`src/rtl/whack_input_capture_pkg.sv`:
```
// rtl/whack_input_capture_pkg.sv - shared FSM states and default sizing for the whack input capture block
package whack_input_capture_pkg;

  typedef enum logic [1:0] {
    IDLE   = 2'b00,
    ARMED  = 2'b01,
    LOCKED = 2'b10
  } whack_state_e;

  localparam int NUM_MOLES_DEF = 5;
  localparam int DB_CYCLES_SYN = 1000000;
  // Short window so simulations reach a stable level in a handful of cycles
  localparam int DB_CYCLES_SIM = 4;
  localparam int DB_CNT_W_DEF  = 20;
  localparam int SCORE_W_DEF   = 8;

endpackage

```
`src/rtl/whack_input_capture_switch_debouncer.sv`:
```
// rtl/whack_input_capture_switch_debouncer.sv - one-bit switch synchronizer, debouncer and press detector
module whack_input_capture_switch_debouncer
  import whack_input_capture_pkg::*;
#(
  parameter int DB_CYCLES = DB_CYCLES_SYN,
  parameter int DB_CNT_W  = DB_CNT_W_DEF
) (
  input  logic clk,
  input  logic reset,
  input  logic switch_in,
  output logic stable,
  output logic press
);

  logic                sync1;
  logic                sync2;
  logic                stable_d;
  logic [DB_CNT_W-1:0] cnt;

  always_ff @(posedge clk or negedge reset) begin
    if (!reset) begin
      sync1    <= 1'b0;
      sync2    <= 1'b0;
      stable   <= 1'b0;
      stable_d <= 1'b0;
      cnt      <= '0;
    end else begin
      sync1    <= switch_in;
      sync2    <= sync1;
      stable_d <= stable;
      // Any sample agreeing with the stable level restarts the window
      if (sync2 == stable) begin
        cnt <= '0;
      end else if (cnt == DB_CNT_W'(DB_CYCLES - 1)) begin
        stable <= sync2;
        cnt    <= '0;
      end else begin
        cnt <= cnt + 1'b1;
      end
    end
  end

  assign press = stable & ~stable_d;

endmodule

```
`src/rtl/whack_input_capture.sv`:
```
// rtl/whack_input_capture.sv - debounced mole switches scored as registered hit/miss pulses with saturating totals
module whack_input_capture
  import whack_input_capture_pkg::*;
#(
  parameter int NUM_MOLES = NUM_MOLES_DEF,
  parameter int DB_CYCLES = DB_CYCLES_SYN,
  parameter int DB_CNT_W  = DB_CNT_W_DEF,
  parameter int SCORE_W   = SCORE_W_DEF
) (
  input  logic                 clk,
  input  logic                 reset,
  input  logic                 game_active,
  input  logic [NUM_MOLES-1:0] mole_in,
  input  logic [NUM_MOLES-1:0] switch_in,
  output logic [NUM_MOLES-1:0] switch_db,
  output logic                 hit_pulse,
  output logic                 miss_pulse,
  output logic [SCORE_W-1:0]   hit_count,
  output logic [SCORE_W-1:0]   miss_count,
  output logic                 mole_ack
);

  logic [NUM_MOLES-1:0] press;
  logic [NUM_MOLES-1:0] mole_q;
  logic                 game_q;
  logic                 win_change;
  whack_state_e         state_q;
  whack_state_e         state_d;
  logic                 hit_d;
  logic                 miss_d;
  logic                 clear_d;
  logic                 ack_d;

  for (genvar i = 0; i < NUM_MOLES; i++) begin : g_db
    whack_input_capture_switch_debouncer #(
      .DB_CYCLES (DB_CYCLES),
      .DB_CNT_W  (DB_CNT_W)
    ) u_db (
      .clk       (clk),
      .reset     (reset),
      .switch_in (switch_in[i]),
      .stable    (switch_db[i]),
      .press     (press[i])
    );
  end

  assign win_change = (mole_in != mole_q);

  always_ff @(posedge clk or negedge reset) begin
    if (!reset) begin
      state_q <= IDLE;
    end else begin
      state_q <= state_d;
    end
  end

  always_comb begin
    state_d = state_q;
    hit_d   = 1'b0;
    miss_d  = 1'b0;
    clear_d = 1'b0;
    ack_d   = win_change ? 1'b0 : mole_ack;
    if (!game_active) begin
      state_d = IDLE;
    end else begin
      case (state_q)
        IDLE: begin
          if (!game_q) begin
            clear_d = 1'b1;
            ack_d   = 1'b0;
            state_d = ARMED;
          end
        end
        ARMED, LOCKED: begin
          // A window change re-arms in the same cycle, so a press then can still hit
          miss_d = |(press & ~mole_in);
          hit_d  = (|(press & mole_in)) && (state_q == ARMED || win_change);
          if (hit_d) begin
            ack_d   = 1'b1;
            state_d = LOCKED;
          end else if (win_change) begin
            state_d = ARMED;
          end
        end
        default: state_d = IDLE;
      endcase
    end
  end

  always_ff @(posedge clk or negedge reset) begin
    if (!reset) begin
      game_q     <= 1'b0;
      mole_q     <= '0;
      hit_pulse  <= 1'b0;
      miss_pulse <= 1'b0;
      hit_count  <= '0;
      miss_count <= '0;
      mole_ack   <= 1'b0;
    end else begin
      game_q     <= game_active;
      mole_q     <= mole_in;
      hit_pulse  <= hit_d;
      miss_pulse <= miss_d;
      mole_ack   <= ack_d;
      if (clear_d) begin
        hit_count  <= '0;
        miss_count <= '0;
      end else begin
        if (hit_d && hit_count != '1) begin
          hit_count <= hit_count + 1'b1;
        end
        if (miss_d && miss_count != '1) begin
          miss_count <= miss_count + 1'b1;
        end
      end
    end
  end

endmodule
```
`config.mk`:
```
export PLATFORM = sky130hd
export DESIGN_NAME = whack_input_capture
export DESIGN_NICKNAME = d
export VERILOG_FILES = /design/src/rtl/whack_input_capture_pkg.sv /design/src/rtl/whack_input_capture_switch_debouncer.sv /design/src/rtl/whack_input_capture.sv
export SDC_FILE = /design/constraint.sdc
export NUM_CORES = 1
export LEC_CHECK = 0
export BUFFER_PORTS_ARGS = -buffer_cell sky130_fd_sc_hd__buf_2
export CAP_MARGIN = 30
export CORE_MARGIN = 2
export CORE_UTILIZATION = 60
export CTS_CLUSTER_SIZE = 30
export DETAILED_ROUTE_END_ITERATION = 10
export GPL_TIMING_DRIVEN = 0
export PLACE_DENSITY_LB_ADDON = 0.3
export SETUP_SLACK_MARGIN = 0.4
export SYNTH_ARGS = -nofsm -noshare
export SYNTH_HDL_FRONTEND = slang
export SYNTH_HIERARCHICAL = 1
export SYNTH_SLANG_ARGS = --single-unit
```
`constraint.sdc`:
```
create_clock -name clk -period 2.1 [get_ports clk]
set_clock_uncertainty 0.05 [all_clocks]
set_input_delay 0.525 -clock clk [delete_from_list [all_inputs] [get_ports clk]]
set_output_delay 0.525 -clock clk [all_outputs]
set_load 0.005 [all_outputs]
```
==> metrics.md, run 1 <==
| Metric | Value |
|---|---|
| Category of the most critical setup path | reg2reg |
| Synthesis warning total | 6 |
| Dominant cell type by count on the critical path | buf_4 |
| Bufs and invs on worst path | 2 |
| Tightest Pin Transition | between 1 and 1.5 ns |
| Critical Path RT | ~2.4 ns |
| Worst reg2reg setup slack | -0.47 ns |
| Highest fanout seen on the critical path | 5 |
| Class of the tightest hold or removal check | in2async |
| Finished layout cell area | 0.0108 mm² |
| Worst-case clock buffer depth | 2 |
| Boundary pin count | 37 |
| Number of distinct library cells after synthesis | 43 |
| Cell type group with the largest total delay on the critical path | simple AND/OR/NAND/NOR gates |
| Final period utilization | 122% |
| Data arrival, critical path | approximately 2.9 ns |
| Clock sink count | 147 |
| Nature of the critical path endpoint | flip-flop |
| Number of detailed-route iterations in the first pass | 9 |
| Fraction of synthesized cell area taken by the top area cell type | 51.3% |
| Clock slew at the register clock pins of the worst setup and hold paths | ~0.060 ns |
| Number of DRC markers after the initial detailed-route iteration | between 1000 and 1500 |
| Peak Freq | about 400 MHz |
| WP depth | 6 |
| Maximum number of pins on one net before global-route repair | 80 |
| Number of hold violations in the final report | 0 |
| Clock insertion delay at the later pin of the skew report | 0.44 ns |
| Post-synthesis register bit count | between 100 and 150 |
| Dpl hpwl | 9880 µm |
| Area enclosed by the die boundary | between 0.01 and 0.015 mm² |
| Worst-case setup margin in the final layout | -0.466 ns |
| Violated checks | setup timing |
| Max transition margin | between 20% and 30% |
| Sequential cell fraction of total power | a little over two fifths |
| Syn Area/Cell | slightly above 10 µm² |
| RSZ-0062 raised after global routing | true |
| Result of the run | complete, but fails checks |
| Worst Setup EP | g_db[4].u_db/cnt[11]$_DFF_PN0_ |
| Crit-path slowest cell | nor3_1 |
| Total global-route track usage | a little under a third |
| GPL Wtd Cong | slightly below 0.9 |
| Synth top area cells | dfrtp_1, xnor2_1, nor2_1 |
| Share of power burned in the clock network | ~51% |
| Post-layout nets | slightly above 900 |
| Worst Reg2Reg Path Length in Cells | 6 |
| CTS root buffer | clkbuf_16 |
| Vertical die dimension | 113 µm |
| Final routed wirelength across all metal layers | approximately 32000 µm |
| Effective utilization at floorplan | slightly above 60% |
| Remaining design rule violation count | 0 |
| Worst slack, placed | -0.000511 ns |
| Relative area change from synthesis to final layout | 50.0% |
| Row cnt | 39 |
| Area of the core | ~0.012 mm² |
| Most used cells in the layout excluding fill and tap cells | buf_4, dfrtp_1, xnor2_1, dfrtp_2 |
| Area after detailed placement | ~0.0076 mm² |
| Global-route wire length before repair | between 30000 and 40000 µm |
| CTS tree | done |
| IR drop worst, VDD | approximately 1.1 mV |
| Antenna violations before repair | 1 |
| Average vias per placed instance | slightly above 7 |
| Mapped Cells | 700 |
| Reported max-cap violation count | 0 |
| Count of vias placed by the detailed router | 7733 |
| Via count of the first global-routing pass | ~6500 |
| Net Count, Synth | 723 |
| Capturing point of the worst reg2reg path | g_db[4].u_db/cnt[11]$_DFF_PN0_ |
| Leakage power | ~4.5 nW |
| Pwr/cell area | 643 mW/mm² |
| Number of H-tree levels | 4 |
| CP peak stage delay | 0.87 ns |
| Post-synth top area cell | dfrtp_1 |
| Logic pwr share | between 6 and 7% |
| Switching power of the nets | ~1.6 mW |
| Min Clock Period, post-route | about 2.6 ns |
| Total congestion overflow | 0 |
| Number of antenna-violating nets in the routed design | 0 |
| Post-CTS Hold Buffers | 0 |
| Routed wire length per instance | between 20 and 30 µm |
| CTS buffer count | 17 |
| Switching share of power | a little under a quarter |
| Part of the Yosys area used for sequential elements | roughly 51% |
| Source of the worst register-to-register timing path | g_db[4].u_db/cnt[3]$_DFF_PN0_ |
| Post-synthesis instance area | about 0.0072 mm² |
| Share of final-layout standard cells stronger than drive strength 1 | between 50% and 60% |
| Setup violations, final | 18 |
| Leading cell type in the layout, fill and taps excluded | buf_4 |
| Die Span X | between 100 and 150 µm |
| Count of buffers from port buffering | 36 |
| Type of origin of the critical path | flip-flop |
| Cell Int Power | ~5.3 mW |
| Crit-path cells | nand4_1, buf_4, buf_4, nor3_1, xnor2_1, nor2_4 |
| Final max-slew violation count | 0 |
| Beginning of the critical path | g_db[4].u_db/cnt[3]$_DFF_PN0_ |
## timing repair
item,in CTS,in global routing
resized for setup,120,220
endpoints found under the setup margin,102,124
buffers inserted,86,63
pin swaps,45,108
gates cloned,1,4
## power by group through the flow
stage | Combinational (mW) | Clock (mW) | Sequential [mW]
4_1_cts | 0.295 | 3.45 | 2.91
3_5_place_dp | 0.231 | 0 | 2.96
5_1_grt | 0.482 | 3.63 | 2.93
3_3_place_gp | 0.212 | 0 | 2.96
2_1_floorplan | 0.117 | 0 | 2.96
6_report | 0.464 | 3.52 | 2.93
## cells in the mapped netlist (all sizes together)
| cell | instances |
|---|---|
| nor4 | 26 |
| ha | 10 |
| clkbuf | 1 |
| nor3 | 31 |
| a21oi | 22 |
| or3 | 13 |
| mux2i | 13 |
| nand2b | 4 |
| o21ai | 21 |
| o31ai | 2 |
| o311ai | 1 |
| nand4 | 28 |
| a41oi | 2 |
| a222oi | 2 |
| and2 | 7 |
| xnor2 | 57 |
| nor2b | 7 |
| nor4b | 10 |
| or4 | 8 |
| dfrtp | 147 |
| a2111o | 1 |
| nand2 | 46 |
| a211o | 3 |
| inv | 29 |
| and3 | 10 |
| o41ai | 1 |
| nand3 | 35 |
| o2111a | 1 |
| a31o | 2 |
| mux2 | 5 |
| nor2 | 104 |
| and4 | 10 |
| a2111oi | 1 |
| buf | 6 |
| xor2 | 30 |
| a21o | 1 |
| o211ai | 2 |
| a211oi | 1 |
## kinds of logic after synthesis
logic type	Yosys count	synth area share (%)
AND/OR/NAND/NOR	339	26.0
buffers and inverters	36	1.99
XOR/XNOR	87	10.6
flip-flops	147	51.3
multiplexers	18	2.60
adder cells (fa/ha/maj)	10	1.75
AO/OA/AOI/OAI	63	5.71
## flip-flops by register name (all words and copies together), names as in the netlist
name and flops:
miss_count 8, miss_pulse 1, mole_ack 1, state_q 2, g_db.u_db/sync1 5, hit_count 8, g_db.u_db/stable 5, mole_q 5
g_db.u_db/sync2 5, hit_pulse 1, game_q 1, g_db.u_db/stable_d 5, g_db.u_db/cnt 100
## layout make-up
| cell class | instances | area (µm²) |
|---|---|---|
| antenna | 1 | 2.50 |
| buffer | 7 | 88.8 |
| clock buffer | 22 | 464 |
| clock inverter | 10 | 203 |
| fill | 290 | 759 |
| inverter | 29 | 111 |
| multi-input combinational | 517 | 4500 |
| sequential | 147 | 3740 |
| tap | 143 | 179 |
| timing repair buffer | 191 | 1470 |
## routing by layer
layer  up-vias  global-route usage, %  wire [µm]
met5         -                      0         13
met4         2                   18.8       3050
met3       323                   8.09       4020
met2       800                   52.7      14100
met1      3700                   37.7      10400
li1       2908                      -          -
## worst min path at each step
stage,start,to,cells past startpoint,slack [ns]
2_1_floorplan,reset,g_db[0].u_db/cnt[0]$_DFF_PN0_,0,0.18
3_3_place_gp,g_db[1].u_db/sync1$_DFF_PN0_,g_db[1].u_db/sync2$_DFF_PN0_,0,0.28
4_1_cts,reset,g_db[0].u_db/cnt[14]$_DFF_PN0_,1,0.07
6_report,reset,g_db[3].u_db/stable_d$_DFF_PN0_,1,0.04
3_5_place_dp,g_db[3].u_db/sync1$_DFF_PN0_,g_db[3].u_db/sync2$_DFF_PN0_,0,0.28
5_1_grt,reset,g_db[3].u_db/stable_d$_DFF_PN0_,1,0.1
## stage by stage
stage	hold WS, ns	utilization (%)	power [mW]	setup TNS [ns]	cells
floorplan	0.179	-	3.07	0	700
global placement	0.283	66.0	3.17	-222.88	879
detailed placement	0.285	66.3	3.19	-0.000511	880
CTS	0.0702	81.7	6.66	0	999
global route	0.0986	93.4	7.05	-2.38	1066
finish	0.0370	93.4	6.92	-1.56	1067
Power figures use the tool's default switching activity.
==> run 2: changes to the inputs <==
Settings changed: GPL_TIMING_DRIVEN 0 to default.
==> run 2 against run 1 <==
Effect of this change:
- the flow still finishes with violations (setup timing)
- utilization up 0.37 points
- first-iteration DRC count decreased by 12%
- combinational power decreased by 3%
- design area increased by 0.40%
- die area did not move
- final cell count up 1.9%
- critical path depth up 1
- critical endpoint is now g_db[1].u_db/cnt[16]$_DFF_PN0_
- largest cell class unchanged
==> metrics.md, run 2 (synthesis gave the netlist of run 1 again) <==
| Metric | Value |
|---|---|
| Result of the run | complete, but fails checks |
| Violated checks | setup timing |
| Antenna violations before repair | 0 (-1) |
| Worst slack, placed | -0.00361 ns (-0.00310 ns) |
| Switching power of the nets | 1.64 mW (+3.6%) |
| CTS tree | done |
| Leading cell type in the layout, fill and taps excluded | buf_4 |
| Routed wire length per instance | 28.1 µm (-5.2%) |
| Post-layout total power | 6.95 mW (+0.44%) |
| Capturing point of the worst reg2reg path | g_db[1].u_db/cnt[16]$_DFF_PN0_ |
| RSZ-0062 raised after global routing | true |
| Relative area change from synthesis to final layout | 50.6% |
| Die Span X | 113 µm (unchanged) |
| Number of antenna diodes | 0 (-1) |
| Count of vias placed by the detailed router | 7786 (+0.69%) |
| Largest register by flop count | g_db.u_db/cnt |
| Most used cells in the layout excluding fill and tap cells | buf_4, dfrtp_1, xnor2_1, nor2_1, nand2_1 |
| Critical Path RT | 2.37 ns (-0.04 ns) |
| Beginning of the critical path | g_db[1].u_db/cnt[11]$_DFF_PN0_ |
| GPL Wtd Cong | 0.889 (+2.4%) |
| Effective utilization at floorplan | 62.3% (unchanged) |
| IR drop worst, VDD | 0.706 mV (-36%) |
| CTS root buffer | clkbuf_16 |
| Type of origin of the critical path | flip-flop |
| Worst Setup EP | g_db[1].u_db/cnt[16]$_DFF_PN0_ |
| Remaining design rule violation count | 0 (unchanged) |
| Number of hold violations in the final report | 0 (unchanged) |
| Setup violations, final | 4 (-14) |
| Data arrival, critical path | 2.41 ns (-0.47 ns) |
| Count of buffers from port buffering | 36 (unchanged) |
| Dpl hpwl | 9820 µm (-0.62%) |
| Pwr/cell area | 643 mW/mm² (about the same) |
| Highest fanout seen on the critical path | 4 (-1) |
| Clock insertion delay at the later pin of the skew report | 0.45 ns (about the same) |
| Worst-case setup margin in the final layout | -0.0381 ns (+0.427 ns) |
| Average vias per placed instance | 7.16 (-1.2%) |
| Vertical die dimension | 113 µm (unchanged) |
| Clock sink count | 147 (unchanged) |
| Accumulated negative setup slack | -0.0917 ns (+1.46 ns) |
| Number of DRC markers after the initial detailed-route iteration | 1208 (-12%) |
| Peak Freq | 468 MHz (+20%) |
| Worst Reg2Reg Path Length in Cells | 7 (+1) |
| Global-route wire length before repair | 31300 µm (-2.0%) |
| Number of detailed-route iterations in the first pass | 8 (-1) |
| Sequential cell fraction of total power | 42.2% (-0.2 points) |
| Category of the most critical setup path | reg2reg |
| Switching share of power | 23.7% (+0.73 points) |
| Total global-route track usage | 30.7% (-1.2 points) |
| Share of final-layout standard cells stronger than drive strength 1 | 49.2% (-1.6 points) |
| Source of the worst register-to-register timing path | g_db[1].u_db/cnt[11]$_DFF_PN0_ |
| Post-layout nets | 954 (+2.3%) |
| Cell Int Power | 5.30 mW (-0.50%) |
| Worst reg2reg setup slack | -0.04 ns (+0.43 ns) |
| Min Clock Period, post-route | 2.14 ns (-0.427 ns) |
| Reported max-cap violation count | 0 (unchanged) |
| Number of antenna-violating nets in the routed design | 0 (unchanged) |
| Share of power burned in the clock network | 51.3% (+0.4 points) |
| Final period utilization | 102% (-20 points) |
| Maximum number of pins on one net before global-route repair | 46 (-43%) |
| Boundary pin count | 37 (unchanged) |
| Max FFs per register | 100 (unchanged) |
| Row cnt | 39 (unchanged) |
| Area enclosed by the die boundary | 0.0128 mm² (unchanged) |
| Worst-case clock buffer depth | 2 (unchanged) |
| Leakage power | 4.58 nW (+2.8%) |
| Clock slew at the register clock pins of the worst setup and hold paths | 0.07 ns (about the same) |
| Class of the tightest hold or removal check | in2reg |
| Number of H-tree levels | 4 (unchanged) |
| Logic pwr share | 6.5% (-0.2 points) |
| Max transition margin | 65.6% (+42 points) |
| Area of the core | 0.0115 mm² (unchanged) |
| Final max-slew violation count | 0 (unchanged) |
| CTS buffer count | 17 (unchanged) |
| Total congestion overflow | 0 (unchanged) |
| Via count of the first global-routing pass | 6421 (-1.8%) |
| Largest registers | g_db.u_db/cnt: 100 flops, hit_count: 8 flops, miss_count: 8 flops |
| Tightest Pin Transition | 0.512 ns (-0.627 ns) |
| Worst hold margin | 0.143 ns (+0.106 ns) |
| Final routed wirelength across all metal layers | 30600 µm (-3.4%) |
| Nature of the critical path endpoint | flip-flop |
## run 2: cell types whose count changed in the layout (fill, tap and decap cells not counted), moves of 4 or more
cell	delta
buf_4	+15
o21ai_1	-5
buf_6	+9
dfrtp_2	-10
o21ai_0	+4
dfrtp_1	+10
nor2_1	+17
nor2_4	-19
## run 2: metrics by stage
step	utilization [%]	instances	cell area, µm²
CTS	82.2	1007	9460
floorplan	-	700	7240
detailed placement	67.0	890	7720
global placement	67.0	890	7720
global route	93.8	1087	10800
finish	93.8	1087	10800
## run 2: worst max-delay path, cell delays in order, from the launching register on
cell and delay, ns:
dfrtp_2 0.45, buf_6 0.14, nor4_4 0.26, nand4_1 0.36
o21ai_4 0.39, buf_4 0.18, buf_6 0.12, nor2_1 0.06
## run 2: how the worst min path moves through the flow
| stage | from | end | slack, ns | cells after the start |
|---|---|---|---|---|
| after floorplan | reset | g_db[0].u_db/cnt[0]$_DFF_PN0_ | 0.18 | 0 |
| after global placement | g_db[4].u_db/sync1$_DFF_PN0_ | g_db[4].u_db/sync2$_DFF_PN0_ | 0.28 | 0 |
| after detailed placement | g_db[4].u_db/sync1$_DFF_PN0_ | g_db[4].u_db/sync2$_DFF_PN0_ | 0.28 | 0 |
| after CTS | switch_in[2] | g_db[2].u_db/sync1$_DFF_PN0_ | 0.14 | 1 |
| after global routing | switch_in[2] | g_db[2].u_db/sync1$_DFF_PN0_ | 0.13 | 1 |
| final | switch_in[1] | g_db[1].u_db/sync1$_DFF_PN0_ | 0.14 | 1 |
## run 2: layout make-up
cell class | instances | area [µm²]
Timing Repair Buffer | 218 | 1700
Tap cell | 143 | 179
Sequential cell | 147 | 3730
Fill cell | 325 | 717
Multi-Input combinational cell | 518 | 4410
Inverter | 29 | 111
Clock buffer | 18 | 439
Clock inverter | 14 | 234
## run 2: routing by layer
layer	track usage, %	share of wire (%)
met5	0	0
met3	6.75	11
met2	53.6	47
met4	11.1	8.9
met1	37.5	33
## run 2: power by group through the flow
stage	Clock [mW]	Sequential (mW)	Combinational (mW)
floorplan	0	2.96	0.117
global placement	0	2.96	0.228
detailed placement	0	2.97	0.242
CTS	3.47	2.92	0.300
global route	3.67	2.93	0.468
finish	3.57	2.93	0.450
## run 2: what timing repair did
action                                 CTS  global route
resized for setup                      108           189
hold buffers                             1             0
cloned                                   2            10
endpoints found under the hold margin   41             0
pin swaps                               53            94
buffers inserted                        82            70
setup endpoints to repair               81           128
